`src/rtl/counter_pkg.sv`:
```
// rtl/counter_pkg.sv - shared direction and mode encodings for the up/down modulo-N counter
package counter_pkg;

  typedef enum logic {DIR_DOWN = 1'b0, DIR_UP = 1'b1} dir_e;
  typedef enum logic {MODE_WRAP = 1'b0, MODE_SAT = 1'b1} mode_e;

endpackage

```
`src/rtl/counter_step.sv`:
```
// rtl/counter_step.sv - combinational next-count, wrap/saturate events and terminal-count decode
module counter_step
  import counter_pkg::*;
#(
  parameter int WIDTH = 8
) (
  input  logic [WIDTH-1:0] count,
  input  logic [WIDTH-1:0] limit,
  input  dir_e             dir,
  input  mode_e            mode,
  output logic [WIDTH-1:0] next_count,
  output logic             wrap_evt,
  output logic             sat_evt,
  output logic             tc
);

  always_comb begin
    next_count = count;
    wrap_evt   = 1'b0;
    sat_evt    = 1'b0;
    if (dir == DIR_UP) begin
      if (count < limit) begin
        next_count = count + 1'b1;
      end else if (mode == MODE_WRAP) begin
        next_count = '0;
        wrap_evt   = 1'b1;
      end else begin
        next_count = limit;
        sat_evt    = 1'b1;
      end
    end else begin
      // A count above limit only happens after limit was lowered; snap back without wrapping.
      if (count > limit) begin
        next_count = limit;
      end else if (count != '0) begin
        next_count = count - 1'b1;
      end else if (mode == MODE_WRAP) begin
        next_count = limit;
        wrap_evt   = 1'b1;
      end else begin
        next_count = '0;
        sat_evt    = 1'b1;
      end
    end
  end

  assign tc = (dir == DIR_UP) ? (count >= limit) : (count == '0);

endmodule

```
`src/rtl/counter_updown_mod_n.sv`:
```
// rtl/counter_updown_mod_n.sv - programmable up/down modulo-N counter and frequency divider
module counter_updown_mod_n
  import counter_pkg::*;
#(
  parameter int WIDTH       = 8,
  parameter int RESET_VALUE = 0
) (
  input  logic             clk,
  input  logic             rst,
  input  logic             en,
  input  logic             up_dn,
  input  logic             sat,
  input  logic             load,
  input  logic [WIDTH-1:0] load_val,
  input  logic [WIDTH-1:0] limit,
  output logic [WIDTH-1:0] count,
  output logic             tc,
  output logic             wrap,
  output logic             div_out,
  output logic             sat_hit
);

  localparam logic [WIDTH-1:0] RST_COUNT = WIDTH'(RESET_VALUE);

  logic [WIDTH-1:0] next_count;
  logic             wrap_evt;
  logic             sat_evt;

  counter_step #(.WIDTH(WIDTH)) u_step (
    .count      (count),
    .limit      (limit),
    .dir        (dir_e'(up_dn)),
    .mode       (mode_e'(sat)),
    .next_count (next_count),
    .wrap_evt   (wrap_evt),
    .sat_evt    (sat_evt),
    .tc         (tc)
  );

  always_ff @(posedge clk) begin
    if (rst) begin
      count   <= RST_COUNT;
      wrap    <= 1'b0;
      div_out <= 1'b0;
      sat_hit <= 1'b0;
    end else if (load) begin
      count   <= (load_val > limit) ? limit : load_val;
      wrap    <= 1'b0;
      sat_hit <= 1'b0;
    end else if (en) begin
      count <= next_count;
      wrap  <= wrap_evt;
      if (wrap_evt) div_out <= ~div_out;
      if (sat_evt) sat_hit <= 1'b1;
    end else begin
      wrap <= 1'b0;
    end
  end

endmodule

```
`config.mk`:
```
export PLATFORM = sky130hd
export DESIGN_NAME = counter_updown_mod_n
export DESIGN_NICKNAME = d
export VERILOG_FILES = /design/src/rtl/counter_pkg.sv /design/src/rtl/counter_step.sv /design/src/rtl/counter_updown_mod_n.sv
export SDC_FILE = /design/constraint.sdc
export NUM_CORES = 1
export LEC_CHECK = 0
export ABC_AREA = 1
export ABC_CLOCK_PERIOD_IN_PS = 4950
export CORE_ASPECT_RATIO = 0.7
export CORE_MARGIN = 4
export CORE_UTILIZATION = 40
export DETAILED_ROUTE_END_ITERATION = 8
export HOLD_SLACK_MARGIN = 0.03
export PLACE_DENSITY = 0.72
export SLEW_MARGIN = 20
export SYNTH_ARGS = -nofsm -noshare
export SYNTH_HDL_FRONTEND = slang
export SYNTH_SLANG_ARGS = --single-unit
```
`constraint.sdc`:
```
create_clock -name clk -period 4.95 [get_ports clk]
set_input_delay 0.7425 -clock clk [delete_from_list [all_inputs] [get_ports clk]]
set_output_delay 0.7425 -clock clk [all_outputs]
set_load 0.005 [all_outputs]
```
==> results.cfg <==
[worst_hold_path]
holdPathStages = 2
worstHoldStart = sat_hit$_SDFFE_PP0P_
hp-class = reg -> reg
whs_endpoint = sat_hit$_SDFFE_PP0P_

[global_routing]
use_met1_pct = 31.8
grt_util_met2_pct = 28.8
grt_max_degree = 17
grt_pass1_wl_um = 9140
track_usage_pct = 20.0
met3_usage_pct = 3.51
antenna_found_initial = 0
grt_pass1_vias = 1849
busiest_layer = met1
grt_overflow = 0

[sta]
fin_skew_ns = 0.00537
final-setup-viol-count = 0
setup_tns_ns = 0
max_freq_mhz = 268
tightest_slew_ns = 0.829
timing.final.hold_violations = 0
period_needed_ns = 3.73
setup_slack_ns = 1.22
maxSlewViolCount = 0
relSlewSlack_pct = 44.6
finalCritPeriodShare_pct = 75.4
rsz0062_at_grt = false

[power_and_ir_drop]
ir_worst_vdd_mv = 0.107
p_leak_nw = 1.11
power.share.clock_pct = 20.3
powerDensity_nw_per_um2 = 213
power_frac_comb_pct = 55.8
sw_frac_of_total_pct = 45.3
pwr-share-seq_pct = 23.9
p_int_w = 0.000258
switchingPower_w = 0.000214

[cts]
clock_latency_ns = 0.25
cts_setup_buffers = 0
h-tree-depth = 1
clk_pin_slew_ns = 0.06
hold_buffers = 0
cts_resized = 0
clock_path_buffers = 2
cts_tree = built
cts_sinks = 11
cts_buffers = 3
cts-root-buf = clkbuf_8

[finish]
stdcell_count = 392
fin_area_sq_um = 2220
diodes = 0
fill_cells = 452
final_nets = 379
drive_gt1_share_pct = 8.31
post-route-util_pct = 50.2
area_growth_pct = 19.1

[outcome]
status = finished clean

[worst_setup_path]
worstPathCellList = clkdlybuf4s50_1 -> inv_1 -> ha_1 -> nand2_1 -> nand2_1 -> nand2_1 -> nand2_1 -> nand2_4 -> nand2_4 -> o22ai_1 -> inv_1 -> clkdlybuf4s50_1
path_common_cell = nand2_1
r2r_slack_ns = 2.68
cp_data_arrival_time_ns = 2.99
cp_max_fo = 16
r2r_end = count[5]$_SDFFE_PP0P_
critPathSlowestCell = clkdlybuf4s50_1
required_ns = 4.21
cpPeakStageDelay_ns = 0.55
start_kind = input pin
path_class = in -> out
r2r_cells = 13
r2r-start = count[2]$_SDFFE_PP0P_
worstSetupEndpointType = output port

[die]
die_x_um = 89.6
ioPinCount = 34
core-area_sq_um = 4430
die_y_um = 65.1
start_util_pct = 42.1
rows = 20
dieArea_sq_um = 5840

[detailed_routing]
antenna_violating_nets_post_route = 0
detail_route.wl_per_cell_um = 14.1
drt_wl_total_um = 5510
drt_pre_antenna_iters = 6
vias_per_cell = 5.28
vias = 2068
drcViolationCount = 0
first_iter_violations = 193

[synth]
syn_nets = 353
syn_area_per_cell_sq_um = 5.98
synth_seq_cells = 11
syn_area_sq_um = 1870
synth.distinct_cells = 33
ys_warn_count = 0
postSynthCellCount = 312
ys_seq_area_share_pct = 11.8

[placement]
detailed_place.area_sq_um = 2180
io_buffers = 33
place.gp.congestion = 0.912
dp_hpwl_um = 4340
placed_cells = 388
place_ws_ns = 1.22

[flow_run]
timing.max_cap.violations = 0
-- through the flow --
| stage | hold WS [ns] | total power [W] |
|---|---|---|
| 2_1_floorplan | 0.460 | 0.000306 |
| 3_3_place_gp | 0.484 | 0.000369 |
| 3_5_place_dp | 0.482 | 0.000373 |
| 4_1_cts | 0.502 | 0.000468 |
| 5_1_grt | 0.542 | 0.000509 |
| 6_report | 0.501 | 0.000472 |
-- placed cells by master (no fill, tap or decap), types with 2 or more instances in the layout --
cell	count
nor2_2	2
nand2_4	4
ha_1	19
nand2_2	5
nand4_2	2
nand2_1	79
a21oi_1	24
nand4_1	4
nor2_4	2
inv_1	34
clkbuf_8	3
a21oi_2	2
nand3_2	2
clkdlybuf4s50_1	33
xor2_1	4
nor2_1	41
o21ai_0	6
dfxtp_1	11
nor2_8	2
nand3_1	47
-- power groups by stage --
stage	logic [W]	registers (W)	clock network [W]
floorplan	0.000197	0.000108	0
global placement	0.000254	0.000114	0
global route	0.000293	0.000114	0.000101
detailed placement	0.000259	0.000114	0
CTS	0.000260	0.000112	0.0000957
finish	0.000263	0.000113	0.0000961
-- state kept, by name (all words and copies together), names as in the netlist --
name	count
div_out	1
sat_hit	1
wrap	1
count	8
-- cell families after synthesis --
| family | Yosys count | share of synthesized area (%) |
|---|---|---|
| flip-flops | 11 | 11.8 |
| AND/OR/NAND/NOR | 193 | 50.5 |
| XOR/XNOR | 5 | 2.35 |
| adder cells (fa/ha/maj) | 19 | 12.7 |
| AO/OA/AOI/OAI | 37 | 10.8 |
| buffers and inverters | 47 | 11.8 |
-- worst max path at each step --
stage,from,end,slack [ns],depth (start not counted)
after global routing,limit[1],tc,1.01,12
after detailed placement,limit[1],tc,1.22,12
after global placement,limit[1],tc,1.29,12
after CTS,limit[1],tc,1.22,12
final,limit[1],tc,1.22,12
after floorplan,limit[7],tc,2.32,8
-- layout make-up --
class                   instances  area (sq um)  area share, %
clock buffers                   3          41.3           1.86
inverters                      35           131           5.91
multi-input cells             254          1430           64.1
flip-flops and latches         11           220           9.91
clock inverters                 1          5.00          0.225
well taps                      55          68.8           3.10
repair buffers                 33           330           14.9
-- Yosys cell counts --
library cell	count	area share, %
nor2_2	2	0.67
inv_2	1	0.20
nand3_1	47	13
nor2_1	41	8.2
nand4_1	4	1.3
nor2_8	2	2.1
buf_6	3	1.8
nand4_2	2	1.3
or2_2	1	0.34
o21a_1	1	0.40
o21bai_1	1	0.40
buf_8	1	0.80
ha_1	19	13
a21o_1	1	0.40
nand2_2	5	1.7
a21oi_1	24	6.4
xnor2_1	1	0.47
nand4_4	1	1.1
a21oi_2	2	0.94
clkbuf_1	4	0.80
xor2_1	4	1.9
nor2_4	2	1.2
nand2_4	4	2.4
buf_2	2	0.54
buf_4	2	0.80
dfxtp_1	11	12
o21ai_1	1	0.27
o21ai_0	6	1.6
o22ai_1	1	0.34
nand3_2	2	1.1
nand3b_1	1	0.40
nand2_1	79	16
inv_1	34	6.8
-- routing by layer --
layer  vias to the layer above  part of all wire [%]
li1                       1062                     -
met1                       926                    48
met2                        80                    44
met3                         0                   8.5
met4                         0                     0
met5                         -                     0
-- critical path: cells and delay by family --
| kind | cells | cell delay, ns |
|---|---|---|
| compound gates | 1 | 0.09 |
| simple gates | 6 | 0.58 |
| fa+ha+maj | 1 | 0.34 |
| buf+inv | 4 | 1.22 |
Power figures use the tool's default switching activity.
